==> src/rtl/shift_pkg.sv <==
// Shared op codes and FSM state encoding for the multi-cycle shift sequencer.
package shift_pkg;

    localparam logic [1:0] SH_PASS = 2'b00;
    localparam logic [1:0] SH_LSL  = 2'b01;
    localparam logic [1:0] SH_LSR  = 2'b10;
    localparam logic [1:0] SH_ASR  = 2'b11;

    typedef enum logic [1:0] {
        ST_IDLE,
        ST_SHIFT,
        ST_DONE
    } state_e;

endpackage

==> src/rtl/shift_sequencer_if.sv <==
// Request/response handshake bundle for shift_sequencer.
interface shift_sequencer_if #(
    parameter int unsigned WIDTH = 16,
    parameter int unsigned AMT_W = 4
);

    logic             in_valid;
    logic             in_ready;
    logic [1:0]       in_op;
    logic [WIDTH-1:0] in_data;
    logic [AMT_W-1:0] in_amt;
    logic             out_valid;
    logic             out_ready;
    logic [WIDTH-1:0] out_data;
    logic             busy;

    modport master (
        output in_valid, in_op, in_data, in_amt, out_ready,
        input  in_ready, out_valid, out_data, busy
    );

    modport slave (
        input  in_valid, in_op, in_data, in_amt, out_ready,
        output in_ready, out_valid, out_data, busy
    );

endinterface

==> src/rtl/shift_step.sv <==
// Combinational single-bit shift step; bits shifted out are dropped.
module shift_step
    import shift_pkg::*;
#(
    parameter int unsigned WIDTH = 16
) (
    input  logic [1:0]       op,
    input  logic [WIDTH-1:0] d,
    output logic [WIDTH-1:0] q
);

    always_comb begin
        q = d;
        unique case (op)
            SH_PASS: q = d;
            SH_LSL:  q = {d[WIDTH-2:0], 1'b0};
            SH_LSR:  q = {1'b0, d[WIDTH-1:1]};
            SH_ASR:  q = {d[WIDTH-1], d[WIDTH-1:1]};
            default: q = d;
        endcase
    end

endmodule

==> src/rtl/shift_sequencer.sv <==
// Multi-cycle shifter: one bit step per clock between two valid/ready handshakes.
// Define SHIFT_SEQ_BYPASS_EN to send zero-amount and pass ops straight to DONE.
module shift_sequencer
    import shift_pkg::*;
#(
    parameter int unsigned WIDTH = 16,
    parameter int unsigned AMT_W = 4
) (
    input  logic              clk,
    input  logic              rst_n,
    shift_sequencer_if.slave  bus
);

    state_e           state_q, state_d;
    logic [AMT_W-1:0] count_q, count_d;
    logic [WIDTH-1:0] data_q, data_d;
    logic [1:0]       op_q, op_d;
    logic [WIDTH-1:0] step_q;
    logic             in_ready, out_valid, busy;

    shift_step #(
        .WIDTH (WIDTH)
    ) u_step (
        .op (op_q),
        .d  (data_q),
        .q  (step_q)
    );

    always_comb begin
        state_d   = state_q;
        count_d   = count_q;
        data_d    = data_q;
        op_d      = op_q;
        in_ready  = 1'b0;
        out_valid = 1'b0;
        busy      = 1'b0;
        unique case (state_q)
            ST_IDLE: begin
                in_ready = 1'b1;
                if (bus.in_valid) begin
                    data_d  = bus.in_data;
                    op_d    = bus.in_op;
                    count_d = bus.in_amt;
`ifdef SHIFT_SEQ_BYPASS_EN
                    if (bus.in_amt == '0 || bus.in_op == SH_PASS) begin
                        count_d = '0;
                        state_d = ST_DONE;
                    end else begin
                        state_d = ST_SHIFT;
                    end
`else
                    state_d = ST_SHIFT;
`endif
                end
            end
            ST_SHIFT: begin
                busy = 1'b1;
                if (count_q == '0) begin
                    state_d = ST_DONE;
                end else begin
                    data_d  = step_q;
                    count_d = count_q - AMT_W'(1);
                    if (count_q == AMT_W'(1)) begin
                        state_d = ST_DONE;
                    end
                end
            end
            ST_DONE: begin
                busy      = 1'b1;
                out_valid = 1'b1;
                if (bus.out_ready) begin
                    state_d = ST_IDLE;
                end
            end
            default: state_d = ST_IDLE;
        endcase
    end

    always_ff @(posedge clk or negedge rst_n) begin
        if (!rst_n) begin
            state_q <= ST_IDLE;
            count_q <= '0;
            data_q  <= '0;
            op_q    <= SH_PASS;
        end else begin
            state_q <= state_d;
            count_q <= count_d;
            data_q  <= data_d;
            op_q    <= op_d;
        end
    end

    // Data register doubles as the result; it only moves in IDLE/SHIFT.
    assign bus.in_ready  = in_ready;
    assign bus.out_valid = out_valid;
    assign bus.busy      = busy;
    assign bus.out_data  = data_q;

endmodule

==> src/flat_wrapper.sv <==
// flat-port wrapper written by rule: the top's interface ports become plain ports
module shift_sequencer_flat import shift_pkg::*;
#(
    parameter int unsigned WIDTH = 16,
    parameter int unsigned AMT_W = 4
)
  (clk, rst_n, bus_in_valid, bus_in_op, bus_in_data, bus_in_amt, bus_out_ready, bus_in_ready, bus_out_valid, bus_out_data, bus_busy);
  shift_sequencer_if #(.WIDTH(WIDTH), .AMT_W(AMT_W)) bus_i ();
  input  logic clk;
  input  logic rst_n;
  input wire logic [$bits(bus_i.in_valid)-1:0] bus_in_valid;
  input wire logic [$bits(bus_i.in_op)-1:0] bus_in_op;
  input wire logic [$bits(bus_i.in_data)-1:0] bus_in_data;
  input wire logic [$bits(bus_i.in_amt)-1:0] bus_in_amt;
  input wire logic [$bits(bus_i.out_ready)-1:0] bus_out_ready;
  output wire logic [$bits(bus_i.in_ready)-1:0] bus_in_ready;
  output wire logic [$bits(bus_i.out_valid)-1:0] bus_out_valid;
  output wire logic [$bits(bus_i.out_data)-1:0] bus_out_data;
  output wire logic [$bits(bus_i.busy)-1:0] bus_busy;
  assign bus_i.in_valid = bus_in_valid;
  assign bus_i.in_op = bus_in_op;
  assign bus_i.in_data = bus_in_data;
  assign bus_i.in_amt = bus_in_amt;
  assign bus_i.out_ready = bus_out_ready;
  assign bus_in_ready = bus_i.in_ready;
  assign bus_out_valid = bus_i.out_valid;
  assign bus_out_data = bus_i.out_data;
  assign bus_busy = bus_i.busy;
  shift_sequencer #(.WIDTH(WIDTH), .AMT_W(AMT_W)) u_core (.clk(clk), .rst_n(rst_n), .bus(bus_i));
endmodule
==> config.mk <==
export PLATFORM = sky130hd
export DESIGN_NAME = shift_sequencer_flat
export DESIGN_NICKNAME = d
export VERILOG_FILES = /design/src/rtl/shift_pkg.sv /design/src/rtl/shift_sequencer_if.sv /design/src/rtl/shift_step.sv /design/src/rtl/shift_sequencer.sv /design/src/flat_wrapper.sv
export SDC_FILE = /design/constraint.sdc
export NUM_CORES = 1
export LEC_CHECK = 0
export ABC_AREA = 0
export CAP_MARGIN = 20
export CORE_UTILIZATION = 54
export CTS_BUF_LIST = sky130_fd_sc_hd__clkbuf_8
export CTS_CLUSTER_DIAMETER = 30
export DETAILED_ROUTE_END_ITERATION = 8
export MAX_ROUTING_LAYER = met4
export PLACE_DENSITY = 0.87
export SLEW_MARGIN = 20
export SYNTH_ARGS = -nofsm -noshare
export SYNTH_HDL_FRONTEND = slang
export SYNTH_HIERARCHICAL = 1
export SYNTH_SLANG_ARGS = --single-unit
==> constraint.sdc <==
create_clock -name clk -period 2.9 [get_ports clk]
set_input_delay 0.58 -clock clk [delete_from_list [all_inputs] [get_ports clk]]
set_output_delay 0.58 -clock clk [all_outputs]
set_load 0.02 [all_outputs]
==> results of run 1 <==
[final cells by class]
| cell class | count | area share |
|---|---|---|
| Multi-Input combinational cell | 116 | 0.4612 |
| Sequential cell | 24 | 0.2697 |
| Timing Repair Buffer | 48 | 0.2112 |
| Clock buffer | 4 | 0.02472 |
| Tap cell | 44 | 0.02472 |
| Inverter | 5 | 0.008427 |
[where the power goes]
group,leakage [nW],switching [mW],internal [mW]
logic,0.644,0.807,1.03
clock network,0.0288,0.106,0.121
registers,0.288,0.280,0.512
[registers in the layout, summed over array words and instances (netlist names)]
signal	flops
u_core/bus.out_data	16
u_core/count_q	4
u_core/op_q	2
u_core/state_q	2
[cells by family after synthesis]
kind of cell             after synthesis
AO/OA/AOI/OAI                         28
XOR/XNOR                               1
adder cells (fa/ha/maj)                6
buffers and inverters                 14
flip-flops                            24
multiplexers                          52
AND/OR/NAND/NOR                       29
[Yosys cell counts (2+ instances only)]
cell type	count
sky130_fd_sc_hd__mux2_2	26
sky130_fd_sc_hd__dfrtp_1	24
sky130_fd_sc_hd__nand2_1	17
sky130_fd_sc_hd__mux2i_1	15
sky130_fd_sc_hd__mux2_4	9
sky130_fd_sc_hd__o21ai_1	9
sky130_fd_sc_hd__o21ai_0	7
sky130_fd_sc_hd__ha_1	6
sky130_fd_sc_hd__inv_1	5
sky130_fd_sc_hd__buf_4	3
sky130_fd_sc_hd__a211o_1	2
sky130_fd_sc_hd__a22o_1	2
sky130_fd_sc_hd__buf_12	2
sky130_fd_sc_hd__nand3b_1	2
sky130_fd_sc_hd__nor2_1	2
sky130_fd_sc_hd__nor3b_1	2
[worst min path at each step]
stage	startpoint	end	slack [ns]	depth (start not counted)
after floorplan	rst_n	u_core/bus.out_data[0]	0.28	0
after global placement	u_core/state_q[0]	u_core/state_q[0]	0.53	1
after detailed placement	u_core/state_q[0]	u_core/state_q[0]	0.54	1
after CTS	u_core/state_q[0]	u_core/state_q[0]	0.56	1
after global routing	u_core/state_q[0]	u_core/state_q[0]	0.60	1
final	u_core/state_q[0]	u_core/state_q[0]	0.56	1
[routing by layer]
layer,up-vias,share of wire
met3,8,0.049
met1,656,0.43
met2,50,0.51
li1,642,-
met4,0,0.011
met5,-,0
[layout by cell type (no fill, tap or decap), drive strengths merged, types with 2 or more instances in the layout]
| cell type | netlist | layout |
|---|---|---|
| nor3b | 2 | 2 |
| buf | 7 | 4 |
| clkdlybuf4s50 | 0 | 44 |
| nand2 | 17 | 17 |
| o21ai | 16 | 16 |
| clkbuf | 2 | 4 |
| nor2 | 2 | 2 |
| mux2i | 16 | 16 |
| a211o | 2 | 2 |
| inv | 5 | 5 |
| nand3b | 2 | 2 |
| dfrtp | 24 | 24 |
| mux2 | 36 | 36 |
| a22o | 2 | 2 |
| ha | 6 | 6 |
| a31oi | 2 | 2 |
==> flow_summary.html, run 1 <==
<table>
<tr><th>Metric</th><th>Value</th></tr>
<tr><th colspan="2">Placed design</th></tr>
<tr><td>Placed wire-length estimate after detailed placement</td><td>2593 um</td></tr>
<tr><td>Worst slack at placement</td><td>0.6093 ns</td></tr>
<tr><td>Cell area after placement</td><td>2172 um2</td></tr>
<tr><td>Gpl congestion</td><td>0.7632</td></tr>
<tr><td>Placed insts</td><td>237</td></tr>
<tr><td>IO Port Bufs</td><td>44</td></tr>
<tr><th colspan="2">Global route</th></tr>
<tr><td>Total Routing Usage GR</td><td>0.2310</td></tr>
<tr><td>Met3 routing resource usage after global routing</td><td>0.02857</td></tr>
<tr><td>Gr ovfl total</td><td>0</td></tr>
<tr><td>Most heavily used metal layer in global routing</td><td>met2</td></tr>
<tr><td>Wire length of the first global-routing pass</td><td>5913 um</td></tr>
<tr><td>Pin count of the biggest net entering global routing</td><td>25</td></tr>
<tr><td>Initial antenna violation count</td><td>0</td></tr>
<tr><td>Met1 capacity usage during global routing</td><td>0.2666</td></tr>
<tr><td>Met2 track utilization from global routing</td><td>0.4107</td></tr>
<tr><td>Number of global-route vias before repair</td><td>1,427</td></tr>
<tr><th colspan="2">Die</th></tr>
<tr><td>Std-Cell Core Area</td><td>3053 um2</td></tr>
<tr><td>Effective utilization at floorplan</td><td>0.5709</td></tr>
<tr><td>Y dimension of the die</td><td>58.81 um</td></tr>
<tr><td>Die outline width</td><td>58.81 um</td></tr>
<tr><td>Total Die Area</td><td>3459 um2</td></tr>
<tr><td>Number of placed I/O pins</td><td>45</td></tr>
<tr><td>Total number of placement rows</td><td>20</td></tr>
<tr><th colspan="2">Power and ir drop</th></tr>
<tr><td>Leakage</td><td>0.9603 nW</td></tr>
<tr><td>Final total power</td><td>2.855 mW</td></tr>
<tr><td>Peak supply drop</td><td>0.0007358 V</td></tr>
<tr><td>Cell area power density</td><td>1282 nW/um2</td></tr>
<tr><th colspan="2">Clock network</th></tr>
<tr><td>Resized Gates After CTS</td><td>0</td></tr>
<tr><td>TritonCTS clock tree</td><td>built</td></tr>
<tr><td>Maximum root-to-sink buffer count</td><td>2</td></tr>
<tr><td>Number of buffers inserted for hold repair after clock tree synthesis</td><td>0</td></tr>
<tr><td>H-tree depth reported by CTS</td><td>1</td></tr>
<tr><td>Number of setup buffers added after CTS</td><td>0</td></tr>
<tr><td>Number of buffers created by CTS</td><td>3</td></tr>
<tr><td>Clk Latency, worst-skew pair</td><td>0.27 ns</td></tr>
<tr><td>Root cell of the clock tree</td><td>sky130_fd_sc_hd__clkbuf_8</td></tr>
<tr><td>TritonCTS Sinks</td><td>24</td></tr>
<tr><td>Register clock-pin slew on the reported worst setup and hold paths</td><td>0.08 ns</td></tr>
<tr><th colspan="2">Synth</th></tr>
<tr><td>Post-Synth Simple-Gate Area</td><td>0.08327</td></tr>
<tr><td>Proportion of synthesized chip area in sequential cells</td><td>0.3446</td></tr>
<tr><td>Fraction of registers with async set or reset after synthesis</td><td>1.000</td></tr>
<tr><td>Area contributors post-synth</td><td>sky130_fd_sc_hd__dfrtp_1 34%, sky130_fd_sc_hd__mux2_2 17%, sky130_fd_sc_hd__mux2i_1 8.6%</td></tr>
<tr><td>Cell taking the most area after synthesis</td><td>sky130_fd_sc_hd__dfrtp_1</td></tr>
<tr><td>Area share of the leading cell type in the synthesized netlist</td><td>0.3446</td></tr>
<tr><td>Number of library cell types mapped by synthesis</td><td>37</td></tr>
<tr><td>Cell count after synthesis</td><td>154</td></tr>
<tr><td>Share of synthesized area spent on multiplexers</td><td>0.3460</td></tr>
<tr><td>Synth Area in Adders</td><td>0.04307</td></tr>
<tr><td>Number of enable-type register cells in the synthesized netlist</td><td>0</td></tr>
<tr><td>Area share of xor/xnor cells in the synthesized design</td><td>0.005025</td></tr>
<tr><td>Combinational family with the most area after synthesis</td><td>multiplexers</td></tr>
<tr><td>Warnings from Yosys</td><td>6</td></tr>
<tr><td>Most used DFF post-synth</td><td>sky130_fd_sc_hd__dfrtp_1</td></tr>
<tr><td>Synthesized net count</td><td>186</td></tr>
<tr><td>Total of flip-flops plus latches after synthesis</td><td>24</td></tr>
<tr><td>Synthesized area divided by synthesized cell count</td><td>11.32 um2</td></tr>
<tr><td>Area fraction in compound gates after synthesis</td><td>0.1120</td></tr>
<tr><td>Cell Area, Synth</td><td>1743 um2</td></tr>
<tr><th colspan="2">Routing</th></tr>
<tr><td>Drt initial violations</td><td>46</td></tr>
<tr><td>Number of nets still failing antenna checks after routing</td><td>0</td></tr>
<tr><td>Total DRC errors in the routed layout</td><td>0</td></tr>
<tr><td>Via density per instance</td><td>5.627</td></tr>
<tr><td>Total Wirelength</td><td>3623 um</td></tr>
<tr><td>Detailed-route via count</td><td>1,356</td></tr>
<tr><td>First-pass iteration count of the detailed router</td><td>4</td></tr>
<tr><td>Avg WL per Cell</td><td>15.03 um</td></tr>
<tr><th colspan="2">Timing</th></tr>
<tr><td>Final hold vios</td><td>0</td></tr>
<tr><td>Final-report max-slew violation count</td><td>0</td></tr>
<tr><td>Slew at the pin closest to its max-slew limit</td><td>0.8695 ns</td></tr>
<tr><td>Final TNS setup</td><td>0 ns</td></tr>
<tr><td>Worst rel slew slack</td><td>0.4203</td></tr>
<tr><td>Minimum clock period after layout</td><td>2.326 ns</td></tr>
<tr><td>Worst setup margin</td><td>0.5745 ns</td></tr>
<tr><td>Number of setup violations in the final report</td><td>0</td></tr>
<tr><td>Timing-limited maximum frequency</td><td>430.0 MHz</td></tr>
<tr><td>Maximum clock skew at final layout</td><td>0.008615 ns</td></tr>
<tr><td>Fraction of the cycle the final worst path needs</td><td>0.8019</td></tr>
<tr><td>Unrepaired setup endpoints after global routing</td><td>no</td></tr>
<tr><td>Tightest hold margin</td><td>0.5584 ns</td></tr>
<tr><th colspan="2">Setup path</th></tr>
<tr><td>Req. time, crit path</td><td>2.32 ns</td></tr>
<tr><td>Max FO, Critical Path</td><td>7</td></tr>
<tr><td>Chain of cells forming the critical path</td><td>inv_1 &gt; ha_1 &gt; clkdlybuf4s50_1</td></tr>
<tr><td>Type of element capturing the critical path</td><td>primary output</td></tr>
<tr><td>Crit Path Category</td><td>reg -&gt; out</td></tr>
<tr><td>Worst Setup Start Kind</td><td>flop</td></tr>
<tr><td>Cell depth of the worst flop-to-flop path</td><td>6</td></tr>
<tr><td>Startpoint of the worst-slack reg-to-reg timing path</td><td>u_core/state_q[1]</td></tr>
<tr><td>Cell class contributing the biggest share of worst-path delay</td><td>buffers and inverters</td></tr>
<tr><td>Critical Path Sink</td><td>bus_in_ready</td></tr>
<tr><td>Origin of the worst setup path</td><td>u_core/state_q[1]</td></tr>
<tr><td>Count of buffer and inverter cells on the critical path</td><td>2</td></tr>
<tr><td>R2R setup slack</td><td>0.68 ns</td></tr>
<tr><td>Data arrival, critical path</td><td>1.75 ns</td></tr>
<tr><td>Slowest stage delay, CP</td><td>0.66 ns</td></tr>
<tr><td>Crit Reg-Reg Endpoint</td><td>u_core/bus.out_data[13]</td></tr>
<tr><td>Cell count along the critical path</td><td>3</td></tr>
<tr><td>CP max stage cell</td><td>sky130_fd_sc_hd__clkdlybuf4s50_1</td></tr>
<tr><th colspan="2">Layout</th></tr>
<tr><td>Number of standard cells in the final layout excluding fillers</td><td>241</td></tr>
<tr><td>Antenna cell count</td><td>0</td></tr>
<tr><td>Total of fill cells in the finished design</td><td>238</td></tr>
<tr><td>Post-layout nets</td><td>230</td></tr>
<tr><td>Area grow syn2layout</td><td>27.78%</td></tr>
<tr><td>Area occupied by registers</td><td>600.6 um2</td></tr>
<tr><td>Final instance area</td><td>2227 um2</td></tr>
<tr><td>Final standard cell utilization of the core</td><td>0.7295</td></tr>
<tr><td>Layout cell share with drive strength beyond 1</td><td>0.2487</td></tr>
<tr><td>Combined area of the multi-input logic cells</td><td>1027 um2</td></tr>
<tr><th colspan="2">Worst hold path</th></tr>
<tr><td>Tightest Hold Check Type</td><td>reg -&gt; reg</td></tr>
<tr><th colspan="2">Status</th></tr>
<tr><td>Result of the run</td><td>completed</td></tr>
<tr><th colspan="2">Run</th></tr>
<tr><td>Maximum Capacitance Violations</td><td>0</td></tr>
</table>
(Power assumes the default switching activity.)
==> inputs of run 2 (changes only) <==
--- a/config.mk
+++ b/config.mk
@@ -7,12 +7,12 @@
 export LEC_CHECK = 0
 export ABC_AREA = 0
 export CAP_MARGIN = 20
-export CORE_UTILIZATION = 54
+export CORE_UTILIZATION = 51
 export CTS_BUF_LIST = sky130_fd_sc_hd__clkbuf_8
 export CTS_CLUSTER_DIAMETER = 30
 export DETAILED_ROUTE_END_ITERATION = 8
 export MAX_ROUTING_LAYER = met4
-export PLACE_DENSITY = 0.87
+export PLACE_DENSITY = 0.83
 export SLEW_MARGIN = 20
 export SYNTH_ARGS = -nofsm -noshare
 export SYNTH_HDL_FRONTEND = slang
==> constraint.sdc (replaced) <==
create_clock -name clk -period 2.3 [get_ports clk]
set_input_delay 0.46 -clock clk [delete_from_list [all_inputs] [get_ports clk]]
set_output_delay 0.46 -clock clk [all_outputs]
set_load 0.02 [all_outputs]
==> flow_summary.html, run 2 (synthesis results as in run 1) <==
<table>
<tr><th>Metric</th><th>Value</th></tr>
<tr><th colspan="2">Status</th></tr>
<tr><td>Result of the run</td><td>completed</td></tr>
<tr><th colspan="2">Clock network</th></tr>
<tr><td>Maximum root-to-sink buffer count</td><td>2</td></tr>
<tr><td>Root cell of the clock tree</td><td>sky130_fd_sc_hd__clkbuf_8</td></tr>
<tr><td>Number of buffers created by CTS</td><td>3</td></tr>
<tr><td>TritonCTS clock tree</td><td>built</td></tr>
<tr><td>Register clock-pin slew on the reported worst setup and hold paths</td><td>0.09 ns</td></tr>
<tr><td>Clk Latency, worst-skew pair</td><td>0.26 ns</td></tr>
<tr><td>H-tree depth reported by CTS</td><td>1</td></tr>
<tr><td>TritonCTS Sinks</td><td>24</td></tr>
<tr><td>Number of buffers inserted for hold repair after clock tree synthesis</td><td>0</td></tr>
<tr><td>Number of setup buffers added after CTS</td><td>0</td></tr>
<tr><th colspan="2">Die</th></tr>
<tr><td>Y dimension of the die</td><td>60.46 um</td></tr>
<tr><td>Total number of placement rows</td><td>20</td></tr>
<tr><td>Effective utilization at floorplan</td><td>0.5528</td></tr>
<tr><td>Die outline width</td><td>60.46 um</td></tr>
<tr><td>Std-Cell Core Area</td><td>3153 um2</td></tr>
<tr><td>Total Die Area</td><td>3655 um2</td></tr>
<tr><td>Number of placed I/O pins</td><td>45</td></tr>
<tr><th colspan="2">Timing</th></tr>
<tr><td>Maximum clock skew at final layout</td><td>0.002797 ns</td></tr>
<tr><td>Number of setup violations in the final report</td><td>0</td></tr>
<tr><td>Fraction of the cycle the final worst path needs</td><td>0.8988</td></tr>
<tr><td>Timing-limited maximum frequency</td><td>483.8 MHz</td></tr>
<tr><td>Minimum clock period after layout</td><td>2.067 ns</td></tr>
<tr><td>Final TNS setup</td><td>0 ns</td></tr>
<tr><td>Unrepaired setup endpoints after global routing</td><td>no</td></tr>
<tr><td>Slew at the pin closest to its max-slew limit</td><td>0.5104 ns</td></tr>
<tr><td>Final-report max-slew violation count</td><td>0</td></tr>
<tr><td>Worst rel slew slack</td><td>0.6597</td></tr>
<tr><td>Final hold vios</td><td>0</td></tr>
<tr><th colspan="2">Global route</th></tr>
<tr><td>Met1 capacity usage during global routing</td><td>0.2673</td></tr>
<tr><td>Most heavily used metal layer in global routing</td><td>met2</td></tr>
<tr><td>Number of global-route vias before repair</td><td>1,387</td></tr>
<tr><td>Met2 track utilization from global routing</td><td>0.4380</td></tr>
<tr><td>Total Routing Usage GR</td><td>0.2311</td></tr>
<tr><td>Gr ovfl total</td><td>0</td></tr>
<tr><td>Pin count of the biggest net entering global routing</td><td>27</td></tr>
<tr><td>Wire length of the first global-routing pass</td><td>6182 um</td></tr>
<tr><td>Initial antenna violation count</td><td>0</td></tr>
<tr><td>Met3 routing resource usage after global routing</td><td>0.02559</td></tr>
<tr><th colspan="2">Setup path</th></tr>
<tr><td>Slowest stage delay, CP</td><td>0.60 ns</td></tr>
<tr><td>Worst Setup Start Kind</td><td>flop</td></tr>
<tr><td>CP max stage cell</td><td>sky130_fd_sc_hd__clkdlybuf4s50_1</td></tr>
<tr><td>Cell depth of the worst flop-to-flop path</td><td>5</td></tr>
<tr><td>Chain of cells forming the critical path</td><td>inv_1 &gt; ha_1 &gt; clkdlybuf4s50_1</td></tr>
<tr><td>Max FO, Critical Path</td><td>3</td></tr>
<tr><td>Cell class contributing the biggest share of worst-path delay</td><td>buffers and inverters</td></tr>
<tr><td>Data arrival, critical path</td><td>1.61 ns</td></tr>
<tr><td>Crit Path Category</td><td>reg -&gt; out</td></tr>
<tr><td>Count of buffer and inverter cells on the critical path</td><td>2</td></tr>
<tr><td>Cell count along the critical path</td><td>3</td></tr>
<tr><td>Req. time, crit path</td><td>1.84 ns</td></tr>
<tr><td>Type of element capturing the critical path</td><td>primary output</td></tr>
<tr><th colspan="2">Routing</th></tr>
<tr><td>Drt initial violations</td><td>46</td></tr>
<tr><td>Via density per instance</td><td>5.584</td></tr>
<tr><td>Total Wirelength</td><td>3684 um</td></tr>
<tr><td>Detailed-route via count</td><td>1,368</td></tr>
<tr><td>Total DRC errors in the routed layout</td><td>0</td></tr>
<tr><td>Avg WL per Cell</td><td>15.04 um</td></tr>
<tr><td>Number of nets still failing antenna checks after routing</td><td>0</td></tr>
<tr><td>First-pass iteration count of the detailed router</td><td>4</td></tr>
<tr><th colspan="2">Layout</th></tr>
<tr><td>Post-layout nets</td><td>234</td></tr>
<tr><td>Total of fill cells in the finished design</td><td>246</td></tr>
<tr><td>Area grow syn2layout</td><td>30.37%</td></tr>
<tr><td>Largest register FFs</td><td>16</td></tr>
<tr><td>Most frequent standard cell in the layout excluding fill and tap cells</td><td>sky130_fd_sc_hd__clkdlybuf4s50_1</td></tr>
<tr><td>Final instance area</td><td>2272 um2</td></tr>
<tr><td>Commonest non-fill, non-tap cells in the layout</td><td>43 x sky130_fd_sc_hd__clkdlybuf4s50_1, 26 x sky130_fd_sc_hd__mux2_2, 24 x sky130_fd_sc_hd__dfrtp_1</td></tr>
<tr><td>Layout cell share with drive strength beyond 1</td><td>0.2637</td></tr>
<tr><td>Antenna cell count</td><td>0</td></tr>
<tr><th colspan="2">Power and ir drop</th></tr>
<tr><td>Leakage</td><td>0.9942 nW</td></tr>
<tr><td>Switching fraction of total power</td><td>0.4112</td></tr>
<tr><td>Net switching component of the power</td><td>1.513 mW</td></tr>
<tr><td>Share of total power in combinational logic</td><td>0.664</td></tr>
<tr><td>Cell area power density</td><td>1619 nW/um2</td></tr>
<tr><td>Peak supply drop</td><td>0.0008901 V</td></tr>
<tr><td>Relative contribution of sequential cells to total power</td><td>0.258</td></tr>
<tr><td>Total internal power</td><td>2.166 mW</td></tr>
<tr><td>Share of power burned in the clock network</td><td>0.078</td></tr>
<tr><th colspan="2">Worst hold path</th></tr>
<tr><td>Tightest Hold Check Type</td><td>in -&gt; async</td></tr>
<tr><th colspan="2">Run</th></tr>
<tr><td>Maximum Capacitance Violations</td><td>0</td></tr>
<tr><th colspan="2">Placed design</th></tr>
<tr><td>IO Port Bufs</td><td>44</td></tr>
<tr><td>Cell area after placement</td><td>2215 um2</td></tr>
<tr><td>Placed wire-length estimate after detailed placement</td><td>2785 um</td></tr>
<tr><td>Gpl congestion</td><td>0.7576</td></tr>
</table>
[run 2: changes by cell type in the layout (fill, tap and decap cells not counted)]
cell / previous run / this run
sky130_fd_sc_hd__buf_4: 4 / 7
sky130_fd_sc_hd__clkdlybuf4s50_1: 44 / 43
sky130_fd_sc_hd__dlymetal6s2s_1: 0 / 1
sky130_fd_sc_hd__buf_12: 0 / 1
[run 2: final cells by class]
type / instances / area [um2] / area share
clock buffers: 4 / 55.05 / 0.02423
multi-input cells: 116 / 1027 / 0.4521
well taps: 44 / 55.05 / 0.02423
inverters: 5 / 18.77 / 0.008260
flip-flops and latches: 24 / 600.6 / 0.2643
repair buffers: 52 / 515.5 / 0.2269
[run 2: per-stage QoR]
stage | setup slack (ns) | total power [mW] | utilization | hold WS, ns | cells
6_report | 0.2328 | 3.678 | 0.7206 | 0.5551 | 245
5_1_grt | 0.1432 | 3.937 | 0.7206 | 0.5806 | 245
4_1_cts | 0.09283 | 3.690 | 0.7198 | 0.5628 | 245
3_5_place_dp | 0.3021 | 3.402 | 0.7024 | 0.5426 | 241
3_3_place_gp | 0.3617 | 3.283 | 0.7024 | 0.5262 | 241
2_1_floorplan | 0.3483 | 2.735 | - | 0.1644 | 154
[run 2: metal layers]
layer / part of all wire / vias up
met5: 0 / -
met4: 0.0035 / 0
met1: 0.44 / 669
met3: 0.042 / 2
li1: - / 657
met2: 0.51 / 40
[run 2: worst register-to-register path: stages (launching register included)]
cell	delay (ns)
sky130_fd_sc_hd__dfrtp_1	0.41
sky130_fd_sc_hd__inv_1	0.11
sky130_fd_sc_hd__ha_1	0.30
sky130_fd_sc_hd__or3b_2	0.50
sky130_fd_sc_hd__o2111ai_1	0.11
sky130_fd_sc_hd__mux2_2	0.35
[run 2: repair_timing]
action                                  CTS  global route
gates resized for setup                   0             1
endpoints found under the setup margin    0             1
hold endpoints to repair                  0             0
[run 2: path summary, 6_finish.rpt]
path	start	end	slack (ns)
max	u_core/state_q[0]	bus_busy	0.23
min	rst_n	u_core/bus.out_data[13]	0.56
max reg2reg	u_core/state_q[1]	u_core/state_q[0]	0.41
min reg2reg	u_core/state_q[0]	u_core/state_q[0]	0.56
max in group asynchronous	rst_n	u_core/count_q[2]	1.50
min in group clk	u_core/state_q[0]	u_core/state_q[0]	0.56
[run 2: power groups by stage]
| stage | clock network (mW) | registers, mW | logic [mW] |
|---|---|---|---|
| floorplan | 0 | 1.03 | 1.71 |
| CTS | 0.291 | 0.948 | 2.45 |
| detailed placement | 0 | 0.958 | 2.44 |
| finish | 0.286 | 0.949 | 2.44 |
| global placement | 0 | 0.933 | 2.35 |
| global route | 0.310 | 0.985 | 2.64 |
